[src/rtl/gcmd_queue_if.sv]
// Bus bundle between the CPU-side command source and the G10k command queue.
// The master side writes commands and fences; the slave side (the queue)
// issues paced strobes and reports its fill state.
interface gcmd_queue_if #(
    parameter int DEPTH = 16
);
    localparam int LVL_W = $clog2(DEPTH) + 1;

    logic [23:0]      in;
    logic             start;
    logic             fence;
    logic             frame;
    logic             clr_ovf;
    logic [23:0]      out;
    logic             ostart;
    logic             full;
    logic             empty;
    logic [LVL_W-1:0] level;
    logic             ovf;

    modport master (
        output in, start, fence, frame, clr_ovf,
        input  out, ostart, full, empty, level, ovf
    );

    modport slave (
        input  in, start, fence, frame, clr_ovf,
        output out, ostart, full, empty, level, ovf
    );
endinterface

[src/rtl/gcmd_queue.sv]
// Command queue and pacer for the G10k graphics unit.
// Buffers CPU commands and fence markers in a circular buffer and re-issues
// data words as single-cycle strobes separated by at least GAP idle cycles.
// A fence stalls issue until the next frame-start pulse.
module gcmd_queue #(
    parameter int DEPTH = 16,
    parameter int GAP   = 4
) (
    input logic         clk,
    input logic         rst,
    gcmd_queue_if.slave bus
);
    localparam int               PTR_W    = $clog2(DEPTH);
    localparam int               CNT_W    = PTR_W + 1;
    localparam logic [CNT_W-1:0] FULL_CNT = CNT_W'(DEPTH);
    localparam logic [7:0]       GAP_LOAD = 8'(GAP);

    typedef enum logic [1:0] {
        ST_IDLE,
        ST_GAP,
        ST_WAIT_FRAME
    } state_e;

    typedef struct packed {
        logic        is_fence;
        logic [23:0] data;
    } entry_t;

    entry_t           mem [DEPTH];

    logic [PTR_W-1:0] wr_ptr_q, wr_ptr_d;
    logic [PTR_W-1:0] rd_ptr_q, rd_ptr_d;
    logic [CNT_W-1:0] count_q, count_d;
    state_e           state_q, state_d;
    logic [7:0]       gap_cnt_q, gap_cnt_d;
    logic [23:0]      out_q, out_d;
    logic             ostart_q, ostart_d;
    logic             ovf_q, ovf_d;

    logic             full_w;
    logic             empty_w;
    logic             push_req;
    logic             push_ok;
    logic             drop;
    logic             pop;
    entry_t           push_entry;
    entry_t           head;

    assign full_w  = (count_q == FULL_CNT);
    assign empty_w = (count_q == '0);
    assign head    = mem[rd_ptr_q];

    // Push decode: what gets written, and whether anything is dropped.
    always_comb begin
        // NOTE: every combinational output gets a default first so no path
        // leaves it unassigned, which would otherwise infer a latch.
        push_entry          = '0;
        push_req            = bus.start | bus.fence;
        push_ok             = push_req & ~full_w;
        drop                = (push_req & full_w) | (bus.start & bus.fence);
        push_entry.is_fence = ~bus.start;
        push_entry.data     = bus.start ? bus.in : 24'h0;
    end

    // Issue FSM: pops the head, strobes data words, paces and waits on fences.
    always_comb begin
        state_d   = state_q;
        gap_cnt_d = gap_cnt_q;
        out_d     = out_q;
        ostart_d  = 1'b0;
        pop       = 1'b0;
        unique case (state_q)
            ST_IDLE: begin
                if (!empty_w) begin
                    pop = 1'b1;
                    if (head.is_fence) begin
                        state_d = ST_WAIT_FRAME;
                    end else begin
                        out_d     = head.data;
                        ostart_d  = 1'b1;
                        gap_cnt_d = GAP_LOAD;
                        state_d   = ST_GAP;
                    end
                end
            end
            ST_GAP: begin
                // The strobe cycle plus GAP quiet cycles elapse before IDLE.
                if (gap_cnt_q == 8'd0) begin
                    state_d = ST_IDLE;
                end else begin
                    gap_cnt_d = gap_cnt_q - 8'd1;
                end
            end
            ST_WAIT_FRAME: begin
                if (bus.frame) begin
                    state_d = ST_IDLE;
                end
            end
            default: state_d = ST_IDLE;
        endcase
    end

    // Pointer, occupancy and sticky-overflow next-state.
    always_comb begin
        wr_ptr_d = push_ok ? wr_ptr_q + 1'b1 : wr_ptr_q;
        rd_ptr_d = pop ? rd_ptr_q + 1'b1 : rd_ptr_q;
        count_d  = count_q;
        unique case ({push_ok, pop})
            2'b10:   count_d = count_q + 1'b1;
            2'b01:   count_d = count_q - 1'b1;
            default: count_d = count_q;
        endcase
        // A drop in the same cycle as a clear keeps the flag set.
        if (drop) begin
            ovf_d = 1'b1;
        end else if (bus.clr_ovf) begin
            ovf_d = 1'b0;
        end else begin
            ovf_d = ovf_q;
        end
    end

    // Control state register with asynchronous active-low reset.
    always_ff @(posedge clk or negedge rst) begin
        // NOTE: sequential state uses non-blocking assignments so every flop
        // samples the values from before the edge, independent of block order.
        if (!rst) begin
            wr_ptr_q  <= '0;
            rd_ptr_q  <= '0;
            count_q   <= '0;
            state_q   <= ST_IDLE;
            gap_cnt_q <= '0;
            out_q     <= '0;
            ostart_q  <= 1'b0;
            ovf_q     <= 1'b0;
        end else begin
            wr_ptr_q  <= wr_ptr_d;
            rd_ptr_q  <= rd_ptr_d;
            count_q   <= count_d;
            state_q   <= state_d;
            gap_cnt_q <= gap_cnt_d;
            out_q     <= out_d;
            ostart_q  <= ostart_d;
            ovf_q     <= ovf_d;
        end
    end

    // Entry storage write port.
    always_ff @(posedge clk) begin
        // NOTE: the storage array is deliberately not reset; the pointers and
        // count define which entries are valid, so stale contents are harmless.
        if (push_ok) begin
            mem[wr_ptr_q] <= push_entry;
        end
    end

    assign bus.out    = out_q;
    assign bus.ostart = ostart_q;
    assign bus.full   = full_w;
    assign bus.empty  = empty_w;
    assign bus.level  = count_q;
    assign bus.ovf    = ovf_q;
endmodule

[src/flat_wrapper.sv]
// flat-port wrapper written by rule: the top's interface ports become plain ports
module gcmd_queue_flat 
#(
    parameter int DEPTH = 16,
    parameter int GAP   = 4
)
  (clk, rst, bus_in, bus_start, bus_fence, bus_frame, bus_clr_ovf, bus_out, bus_ostart, bus_full, bus_empty, bus_level, bus_ovf);
  gcmd_queue_if #(.DEPTH(DEPTH)) bus_i ();
  input logic clk;
  input logic rst;
  input wire logic [$bits(bus_i.in)-1:0] bus_in;
  input wire logic [$bits(bus_i.start)-1:0] bus_start;
  input wire logic [$bits(bus_i.fence)-1:0] bus_fence;
  input wire logic [$bits(bus_i.frame)-1:0] bus_frame;
  input wire logic [$bits(bus_i.clr_ovf)-1:0] bus_clr_ovf;
  output wire logic [$bits(bus_i.out)-1:0] bus_out;
  output wire logic [$bits(bus_i.ostart)-1:0] bus_ostart;
  output wire logic [$bits(bus_i.full)-1:0] bus_full;
  output wire logic [$bits(bus_i.empty)-1:0] bus_empty;
  output wire logic [$bits(bus_i.level)-1:0] bus_level;
  output wire logic [$bits(bus_i.ovf)-1:0] bus_ovf;
  assign bus_i.in = bus_in;
  assign bus_i.start = bus_start;
  assign bus_i.fence = bus_fence;
  assign bus_i.frame = bus_frame;
  assign bus_i.clr_ovf = bus_clr_ovf;
  assign bus_out = bus_i.out;
  assign bus_ostart = bus_i.ostart;
  assign bus_full = bus_i.full;
  assign bus_empty = bus_i.empty;
  assign bus_level = bus_i.level;
  assign bus_ovf = bus_i.ovf;
  gcmd_queue #(.DEPTH(DEPTH), .GAP(GAP)) u_core (.clk(clk), .rst(rst), .bus(bus_i));
endmodule
[config.mk]
export PLATFORM = sky130hd
export DESIGN_NAME = gcmd_queue_flat
export DESIGN_NICKNAME = d
export VERILOG_FILES = /design/src/rtl/gcmd_queue_if.sv /design/src/rtl/gcmd_queue.sv /design/src/flat_wrapper.sv
export SDC_FILE = /design/constraint.sdc
export NUM_CORES = 1
export LEC_CHECK = 0
export ABC_AREA = 0
export BUFFER_PORTS_ARGS = -buffer_cell sky130_fd_sc_hd__buf_2
export CAP_MARGIN = 25
export CORE_ASPECT_RATIO = 1.2
export CORE_MARGIN = 5
export CORE_UTILIZATION = 47
export CTS_CLUSTER_DIAMETER = 80
export CTS_CLUSTER_SIZE = 12
export DETAILED_ROUTE_END_ITERATION = 12
export PLACE_DENSITY = 0.67
export SLEW_MARGIN = 10
export SYNTH_ARGS = -nofsm -noshare
export SYNTH_HDL_FRONTEND = slang
export SYNTH_SLANG_ARGS = --single-unit
[constraint.sdc]
create_clock -name clk -period 3 [get_ports clk]
set_clock_uncertainty 0.1 [all_clocks]
set_input_delay 0.9 -clock clk [delete_from_list [all_inputs] [get_ports clk]]
set_output_delay 0.9 -clock clk [all_outputs]
set_load 0.03 [all_outputs]
==> impl_metrics.csv, run 1 <==
group,metric,value,unit
outcome,outcome,"finished clean",
routing,avgRoutedWirePerCell,24.3,µm
finish,area_growth,14.6,%
power_and_ir_drop,clkPwrFrac,0.249,
placed_design,portBuffers,62,
routing,drtIter0Drc,724,
routing,drc,0,
finish,diodes,0,
die,die_w,186,µm
critical_path,arrival,1.89,ns
critical_path,crit_chain,"or4_4 -> nor2_4 -> buf_4",
power_and_ir_drop,pwr-share-seq,0.425,
routing,top_layer,"met4",
finish,n_fill_cell,2819,
logic_synthesis,yosys.area_share.adder,0.00787,
routing,drt_wl_total,36100,µm
logic_synthesis,synth_warnings,0,
flow_run,drv_cap,0,
clocking,path_clk_slew,0.06,ns
clocking,cts_hold_buf,0,
die,coreArea,0.0368,mm²
logic_synthesis,synth_compound_area_frac,0.0468,
critical_path,rr_endpoint,"u_core.bus.level[4]",
sta,relSlewSlack,0.329,
die,num_io_pins,63,
power_and_ir_drop,peakVddDrop,0.715,mV
logic_synthesis,synth_nets,896,
clocking,clkLatencyLatePin,0.54,ns
placed_design,routabilityCongestion,0.808,
routing,vias_per_cell,5.79,
critical_path,cp-start-kind,"register",
routing,m1WireLength,14900,µm
critical_path,r2r_start,"u_core.bus.level[0]",
finish,drive_above_1_share,0.307,
routing,routed-wl-met2,18300,µm
sta,period_share,0.964,
global_route,grt_pass1_vias,8832,
power_and_ir_drop,p_int,13700,µW
die,die_area,0.0412,mm²
logic_synthesis,synth_top_family_by_area,"multiplexers",
critical_path,cp-endpoint,"bus_full",
sta,max_freq,346,MHz
logic_synthesis,synth_mux_area_frac,0.131,
logic_synthesis,synth_top_cell_area_share,0.687,
critical_path,ff2ff_setup_slack,0.24,ns
power_and_ir_drop,pwr-share-comb,0.326,
logic_synthesis,avgSynthCellArea,20.4,µm²
sta,fin_crit,2.89,ns
logic_synthesis,synth.distinct_cells,40,
clocking,cts_buffers,43,
logic_synthesis,yosys.area_share.simple,0.0350,
finish,final_util,0.544,
logic_synthesis,syn_inst,855,
die,die_y,221,µm
power_and_ir_drop,p_sw,6330,µW
sta,hold_viol_final,0,
routing,ant_nets,0,
critical_path,critPathLaunch,"u_core.bus.level[0]",
die,start_util,0.475,
critical_path,ff2ff_path_depth,12,
global_route,grt_pass1_wl,54700,µm
die,row_count,77,
clocking,htreeDepth,2,
global_route,grt.overflow.total,0,
finish,multi_input_area,0.00400,mm²
global_route,grt_max_degree,53,
logic_synthesis,synth_seq_area_share,0.757,
logic_synthesis,yosys.area_share.xor_xnor,0.00601,
critical_path,slowest_stage,"or4_4",
hold_path,hp-class,"primary input to asynchronous set/reset pin",
clocking,clock_path_buffers,3,
critical_path,cp.required,2.00,ns
finish,nets,1018,
global_route,grt_antenna_before_repair,1,
routing,wl_met3,2120,µm
routing,num_vias,8610,
logic_synthesis,syn-cell-area,0.0175,mm²
critical_path,end_kind,"output pin",
critical_path,crit_fanout,5,
power_and_ir_drop,power.density,999,mW/mm²
placed_design,hpwlAfterDp,21500,µm
sta,rsz0062_at_grt,"no",
critical_path,crit_type,"register to output pin",
power_and_ir_drop,leakage,0.00685,µW
finish,regArea,0.0132,mm²
clocking,cts_tree,"built",
sta,setup_viol,0,
sta,setup_tns,0,ns
logic_synthesis,synth_area_leaders,"edfxtp_1 69%, mux4_2 13%, dfrtp_1 7.0%",
sta,worst_slew_pin_slew,1.01,ns
clocking,cts.sinks,449,
logic_synthesis,synth_top_area_cell,"edfxtp_1",
logic_synthesis,ys_ff_latch,449,
routing,drtPass1Iterations,5,
power_and_ir_drop,switching_share,0.316,
critical_path,critical-path-max-stage-delay,0.58,ns
power_and_ir_drop,finalPower,20000,µW
clocking,ctsRootBufferMaster,"clkbuf_16",
global_route,grt_util_all_layers,0.177,
sta,final_max_slew_viol_count,0,
-- kinds of logic (layout without fill, tap and decap cells) --
kind of cell,count (synthesis),in the layout
mux,102,102
compound gates,104,104
fa+ha+maj,11,11
xor+xnor,12,12
simple gates,118,118
buf+inv,59,216
flops,449,449
-- repair_timing --
action / in CTS / in global routing
setup endpoints to repair: 0 / 3
gates resized for setup: 0 / 5
buffers inserted: 0 / 2
-- worst min path at each step --
| stage | slack (ns) | start | end | depth (start not counted) |
|---|---|---|---|---|
| 3_5_place_dp | 0.36 | u_core.bus.out[6] | u_core.bus.out[6] | 2 |
| 5_1_grt | 0.40 | u_core.bus.out[18] | u_core.bus.out[18] | 2 |
| 3_3_place_gp | 0.36 | u_core.bus.out[20] | u_core.bus.out[20] | 2 |
| 2_1_floorplan | 0.37 | u_core.gap_cnt_q[7] | u_core.gap_cnt_q[7] | 1 |
| 4_1_cts | 0.36 | rst | u_core.bus.out[13] | 1 |
| 6_report | 0.36 | rst | u_core.bus.out[13] | 1 |
-- cell type report --
class | instances | share of cell area
Sequential cell | 449 | 0.662
Multi-Input combinational cell | 347 | 0.200
Clock buffer | 76 | 0.0610
Timing Repair Buffer | 123 | 0.0429
Tap cell | 474 | 0.0296
Clock inverter | 4 | 0.00300
Inverter | 13 | 0.00244
-- Yosys cell counts (all sizes together) --
master	instances
nor2b	3
nor4b	1
and3	1
and2	41
nand3	5
o21bai	1
a22o	25
clkbuf	29
edfxtp	400
nand4	2
o31ai	3
buf	17
o21ai	37
a21oi	7
dfrtp	49
o41ai	1
xor2	3
nand2b	2
nand2	40
a221oi	24
inv	13
and3b	1
o22ai	1
ha	11
o211ai	4
or4	1
nor2	12
nor3b	3
nor4	1
or2	1
nor3	3
mux2	1
mux4	101
o21a	1
xnor2	9
or4b	1
-- power by group through the flow --
stage / registers (µW) / logic, µW / clock network (µW)
after floorplan: 8750 / 4440 / 0
after global placement: 8580 / 6560 / 0
after detailed placement: 8630 / 6600 / 0
after CTS: 8510 / 6620 / 5120
after global routing: 8610 / 7060 / 5370
final: 8500 / 6520 / 4980
-- cells in the final DEF, fill, tap and decap left out, types with 10 or more instances in the layout --
cell type / instances
clkbuf_16: 44
inv_1: 12
and2_1: 41
dfrtp_1: 45
buf_4: 55
a22o_1: 25
mux4_2: 101
o21ai_2: 24
edfxtp_1: 400
clkbuf_1: 32
a221oi_1: 24
buf_2: 61
ha_1: 10
nand2_1: 40
o21ai_0: 12
-- flip-flops by register name, summed over array words and instances, names as in the netlist --
register           count
u_core.bus.ovf         1
u_core.bus.level       5
u_core.gap_cnt_q       8
u_core.state_q         2
u_core.wr_ptr_q        4
u_core.rd_ptr_q        4
u_core.bus.ostart      1
u_core.mem           400
u_core.bus.out        24
-- metal layers --
layer  vias up  GRT usage
li1       3758          -
met1      4508      0.251
met2       288      0.290
met3        56     0.0273
met4         0     0.0437
met5         -          0
-- stage by stage --
step | instances | worst slack, ns | area, µm² | hold WS, ns
floorplan | 855 | -0.0162 | 17500 | 0.369
global placement | 1404 | 0.232 | 18700 | 0.360
detailed placement | 1404 | 0.158 | 18700 | 0.364
CTS | 1484 | 0.0280 | 20000 | 0.362
global route | 1486 | 0.000150 | 20000 | 0.399
finish | 1486 | 0.107 | 20000 | 0.360
-- worst max-delay path, delay by kind of cell (launching register included) --
| kind | cells | cell delay (ns) |
|---|---|---|
| DFF | 1 | 0.44 |
| buffers and inverters | 1 | 0.18 |
| and+or+nand+nor | 2 | 0.74 |
(Power assumes the default switching activity.)
==> run 2, diff against run 1 <==
Settings changed: CELL_PAD_IN_SITES_DETAIL_PLACEMENT set to 0, CELL_PAD_IN_SITES_GLOBAL_PLACEMENT set to 2, CORE_UTILIZATION 47 to 44, PLACE_DENSITY 0.67 to 0.77, RECOVER_POWER set to 25.
==> run 2 against run 1 <==
  * Non-clock buffer count increased by 3
  * Sequential share of layout area down 0.28 points
  * Clock power about the same
  * Maximum frequency fell by 1.2%
  * Routed wire length is 2.0% higher
  * First-iteration DRC count shrank 22%
  * Register-to-register slack better by 0.06 ns
  * Highest routed layer unchanged
==> impl_metrics.csv, run 2 (synthesis results as in run 1) <==
group,metric,value,unit
die,coreArea,0.0395,mm²
global_route,grt_pass1_vias,9032,
die,die_area,0.0438,mm²
sta,rsz0062_at_grt,"no",
sta,final_max_slew_viol_count,0,
critical_path,arrival,1.93,ns
finish,final_common_cell,"edfxtp_1",
global_route,grt.overflow.total,0,
global_route,grt_max_degree,64,
critical_path,slowest_stage,"or4_4",
critical_path,end_kind,"output pin",
die,num_io_pins,63,
hold_path,hp-class,"register to register",
die,row_count,80,
finish,area_growth,15.0,%
finish,regArea,0.0132,mm²
power_and_ir_drop,leakage,0.00685,µW
finish,diodes,0,
flow_run,drv_cap,0,
critical_path,r2r_start,"u_core.bus.level[0]",
sta,period_share,0.975,
global_route,grt_antenna_before_repair,0,
sta,max_freq,342,MHz
power_and_ir_drop,power.density,997,mW/mm²
critical_path,crit_buf_inv,1,
critical_path,cp-start-kind,"register",
finish,nets,1021,
sta,worst_slack,0.0735,ns
routing,drtIter0Drc,568,
clocking,cts_buffers,43,
routing,vias_per_cell,5.47,
power_and_ir_drop,peakVddDrop,0.568,mV
finish,drive_above_1_share,0.309,
clocking,htreeDepth,2,
finish,multi_input_area,0.00399,mm²
clocking,clock_path_buffers,3,
clocking,cts.sinks,449,
sta,setup_viol,0,
placed_design,routabilityCongestion,0.752,
placed_design,portBuffers,62,
routing,drc,0,
sta,relSlewSlack,0.0531,
placed_design,dp.cells,1465,
critical_path,crit_fanout,5,
sta,hold_viol_final,0,
critical_path,critical-path-max-stage-delay,0.58,ns
global_route,grt_pass1_wl,56500,µm
routing,avgRoutedWirePerCell,23.8,µm
finish,largest_reg_flops,400,
clocking,clkLatencyLatePin,0.55,ns
placed_design,hpwlAfterDp,21600,µm
clocking,cts_hold_buf,0,
routing,drt_wl_total,36800,µm
die,die_w,192,µm
clocking,cts_tree,"built",
global_route,grt_util_all_layers,0.172,
finish,fin_cells,1548,
routing,drtPass1Iterations,5,
clocking,ctsRootBufferMaster,"clkbuf_16",
sta,fin_crit,2.93,ns
routing,ant_nets,0,
sta,worst_slew_pin_slew,1.42,ns
critical_path,cp.required,2.00,ns
die,start_util,0.442,
critical_path,path_delay_family,"simple AND/OR/NAND/NOR gates",
clocking,path_clk_slew,0.06,ns
critical_path,crit_type,"register to output pin",
finish,final_cell_mix,"400 x edfxtp_1, 101 x mux4_2, 60 x buf_2",
hold_path,hold_start,"u_core.bus.out[13]",
critical_path,critPathLaunch,"u_core.bus.level[0]",
sta,setup_tns,0,ns
finish,max_flop_register,"u_core.mem",
placed_design,post-place-ws,0.210,ns
finish,n_fill_cell,3170,
outcome,outcome,"finished clean",
power_and_ir_drop,finalPower,20100,µW
critical_path,crit_chain,"or4_4 -> nor2_4 -> clkbuf_4",
die,die_y,228,µm
routing,num_vias,8473,
## run 2: cell count changes in the layout (fill, tap and decap cells not counted)
cell,previous run,this run
clkbuf_8,0,2
and2_1,41,30
ha_2,0,1
buf_2,61,60
buf_12,7,8
clkbuf_4,0,1
buf_4,55,54
and2_0,0,11
clkbuf_2,0,2
bufinv_16,1,0
ha_4,1,0
## run 2: worst min-delay path: cells and delay by family, from the launching register on
kind / cells / cell delay (ns)
flip-flops: 1 / 0.34
AND/OR/NAND/NOR: 1 / 0.06
AO/OA/AOI/OAI: 1 / 0.04
## run 2: power breakdown
part           switching, µW  internal [µW]  total [µW]
clock network           2180           2800        4980
logic                   3730           2890        6620
registers                473           7980        8450
## run 2: final timing paths
path,slack [ns],cells past startpoint,to
worst min-delay path,0.37,2,u_core.bus.out[13]
worst min register to register,0.37,2,u_core.bus.out[13]
min in group asynchronous,0.66,2,u_core.bus.out[8]
worst max-delay path,0.07,3,bus_full
max in group asynchronous,1.09,2,u_core.rd_ptr_q[0]
worst max register to register,0.30,12,u_core.bus.level[4]
## run 2: repair_timing
action | 4_1_cts | 5_1_grt
resized for setup | 0 | 3
setup buffers | 0 | 3
endpoints found under the setup margin | 0 | 2
## run 2: cell type report
type	instances	area share
inverter	13	0.00243
clock inverter	3	0.00149
timing repair buffer	126	0.0441
sequential	449	0.659
tap	533	0.0332
multi-input combinational	347	0.198
clock buffer	77	0.0619
## run 2: per-stage QoR
stage | util | hold slack (ns) | area (µm²)
after floorplan | - | 0.369 | 17500
after global placement | 0.476 | 0.356 | 18800
after detailed placement | 0.476 | 0.364 | 18800
after CTS | 0.508 | 0.234 | 20100
after global routing | 0.509 | 0.403 | 20100
final | 0.509 | 0.374 | 20100
## run 2: metal layers
layer  vias to the layer above  share of wire  global-route usage
met5                         -              0                   0
met4                         0          0.021              0.0447
met3                        50          0.040              0.0235
met2                       185           0.50               0.280
met1                      4494           0.44               0.248
li1                       3744              -                   -
==> run 3, diff against run 2 <==
Settings changed: ABC_AREA 0 to 1, CORE_UTILIZATION 44 to 39.
==> run 3 against run 2 <==
  * Critical path depth rose by 2
  * Synthesized cell count rose by 79%
  * First-iteration DRC count rose by 62%
  * Combinational power rose by 21%
  * Cell count rose by 46%
  * Largest cell class unchanged
  * Non-clock buffer count fell by 4
  * Sequential cell count did not move
==> impl_metrics.csv, run 3 <==
group,metric,value,unit
sta,setup_viol,0,
logic_synthesis,synth_area_leaders,"edfxtp_1 65%, dfrtp_1 6.6%, nor2_1 4.4%",
critical_path,critical-path-max-stage-delay,0.71,ns
die,num_io_pins,63,
logic_synthesis,synthArstFlopShare,0.109,
routing,ant_nets,0,
finish,area_growth,13.9,%
logic_synthesis,synth_warnings,0,
critical_path,cp.depth,5,
power_and_ir_drop,finalPower,21500,µW
critical_path,r2r_start,"u_core.bus.level[2]",
logic_synthesis,yosys.area_share.xor_xnor,0.00663,
logic_synthesis,yosys.area_share.adder,0.00744,
routing,drt_wl_total,46500,µm
power_and_ir_drop,leakage,0.00773,µW
critical_path,critPathLaunch,"bus_start",
placed_design,hpwlAfterDp,27300,µm
critical_path,path_delay_family,"buffers and inverters",
global_route,grt_util_all_layers,0.175,
logic_synthesis,synth_seq_area_share,0.716,
sta,max_freq,365,MHz
critical_path,arrival,2.85,ns
placed_design,portBuffers,62,
logic_synthesis,avgSynthCellArea,12.1,µm²
global_route,grt.overflow.total,0,
global_route,grt_antenna_before_repair,1,
finish,final_common_cell,"edfxtp_1",
global_route,met1_usage,0.249,
logic_synthesis,syn-cell-area,0.0185,mm²
logic_synthesis,synth.distinct_cells,30,
die,die_w,209,µm
power_and_ir_drop,peakVddDrop,0.539,mV
logic_synthesis,synth_top_family_by_area,"simple AND/OR/NAND/NOR gates",
power_and_ir_drop,power.density,1020,mW/mm²
logic_synthesis,synth_mux_area_frac,0,
logic_synthesis,synth_top_cells_by_count,"400 x edfxtp_1, 218 x nor2_1, 190 x nand2_1, 151 x o21ai_0, 111 x inv_1",
critical_path,end_kind,"register",
finish,nets,1648,
global_route,use_met2,0.286,
critical_path,path_common_cell,"clkbuf_1",
critical_path,ff2ff_path_depth,15,
finish,fin_area,0.0211,mm²
global_route,busiest_layer,"met2",
critical_path,slowest_stage,"clkbuf_1",
global_route,grt_max_degree,178,
finish,max_flop_register,"u_core.mem",
clocking,cts_tree,"built",
sta,hold_viol_final,0,
finish,drive_above_1_share,0.111,
sta,final_max_slew_viol_count,0,
critical_path,crit_buf_inv,4,
outcome,outcome,"finished clean",
die,die_y,249,µm
finish,largest_reg_flops,400,
finish,diodes,0,
routing,vias_per_cell,5.19,
die,start_util,0.393,
clocking,cts_hold_buf,0,
hold_path,hp-class,"register to register",
clocking,htreeDepth,2,
clocking,ctsRootBufferMaster,"clkbuf_16",
placed_design,placed_area,0.0199,mm²
die,die_area,0.0519,mm²
sta,fin_crit,2.74,ns
routing,num_vias,11754,
logic_synthesis,synth_edf_count,400,
global_route,grt_pass1_vias,11630,
routing,drtPass1Iterations,5,
clocking,path_clk_slew,0.06,ns
logic_synthesis,synth_ff_type,"edfxtp_1",
critical_path,crit_chain,"clkbuf_1 -> clkbuf_2 -> nand2_1 -> inv_1 -> clkbuf_1",
critical_path,cp-start-kind,"primary input",
logic_synthesis,syn_inst,1531,
hold_path,hold_depth,2,
routing,avgRoutedWirePerCell,20.5,µm
logic_synthesis,synth_compound_area_frac,0.109,
global_route,grt_pass1_wl,71100,µm
clocking,clock_path_buffers,3,
hold_path,hold_start,"u_core.bus.out[17]",
sta,relSlewSlack,0.117,
clocking,post_cts_buffers,0,
sta,period_share,0.914,
flow_run,drv_cap,0,
clocking,clkLatencyLatePin,0.55,ns
critical_path,crit_type,"primary input to register",
finish,n_fill_cell,4360,
sta,fin_hold_ws,0.371,ns
clocking,cts.sinks,449,
routing,drc,0,
routing,drtIter0Drc,918,
sta,rsz0062_at_grt,"no",
logic_synthesis,synth_top_area_cell,"edfxtp_1",
logic_synthesis,yosys.cell_count.top_type,"edfxtp_1",
logic_synthesis,synth_top_cell_area_share,0.649,
placed_design,routabilityCongestion,0.773,
logic_synthesis,ys_ff_latch,449,
sta,worst_slew_pin_slew,1.32,ns
logic_synthesis,yosys.area_share.simple,0.109,
finish,final_cell_mix,"400 x edfxtp_1, 203 x nor2_1, 190 x nand2_1",
logic_synthesis,synth_nets,1572,
clocking,cts_resized,0,
die,row_count,87,
critical_path,cp.required,3.11,ns
critical_path,crit_fanout,24,
die,coreArea,0.0470,mm²
global_route,grt_use_met3,0.0274,
clocking,cts_buffers,43,
==> run 3: cell types whose count changed after synthesis, moves of 23 or more <==
cell      previous run  this run
o21ai_1              2        46
nor2_1              12       218
mux4_2             101         0
a21oi_1              7        50
a221oi_1            24         0
a22o_1              25         0
and2_1              41         0
nand2_1             40       190
o21ai_0             12       151
inv_1               13       111
nand3_1              5        81
o21ai_2             23         0
o211ai_1             4       100
==> run 3: per-layer routing <==
metal	share of wire	wire length (µm)
met5	0	0
met4	0.020	942
met3	0.060	2770
met2	0.47	21800
met1	0.45	21000
==> run 3: logic make-up after synthesis <==
family	after synthesis
AND/OR/NAND/NOR	498
flip-flops	449
AO/OA/AOI/OAI	350
buffers and inverters	209
XOR/XNOR	14
adder cells (fa/ha/maj)	11
==> run 3: worst paths after layout <==
check / to / slack (ns)
worst max register to register: u_core.bus.level[4] / 0.43
worst min register to register: u_core.bus.out[17] / 0.37
min in group asynchronous: u_core.bus.out[16] / 0.53
worst min-delay path: u_core.bus.out[17] / 0.37
max in group asynchronous: u_core.bus.out[7] / 1.02
worst max-delay path: u_core.mem[11][12] / 0.26
==> run 3: power breakdown <==
group          internal, µW  switching [µW]  total [µW]
Sequential             8010             492        8500
Combinational          2300            5680        7980
Clock                  2780            2240        5020
==> run 3: worst min-delay path, delay by kind of cell, from the launching register on <==
family | cells | cell delay (ns)
DFF | 1 | 0.34
and+or+nand+nor | 2 | 0.10
==> run 3: area by class of cell <==
cell class | instances | area (µm²) | share of cell area
clock buffer | 77 | 1230 | 0.0586
clock inverter | 3 | 32.5 | 0.00154
inverter | 118 | 448 | 0.0213
multi-input combinational | 873 | 4400 | 0.209
sequential | 449 | 13200 | 0.629
tap | 623 | 779 | 0.0370
timing repair buffer | 122 | 930 | 0.0441
==> run 3: per-stage QoR <==
stage           util  TNS, ns  setup slack (ns)  instances
6_report       0.448        0             0.257       2265
3_3_place_gp   0.423        0             0.191       2185
3_5_place_dp   0.423        0             0.175       2185
5_1_grt        0.448        0             0.134       2265
4_1_cts        0.450        0             0.348       2265
2_1_floorplan      -  -139.14            -0.348       1531
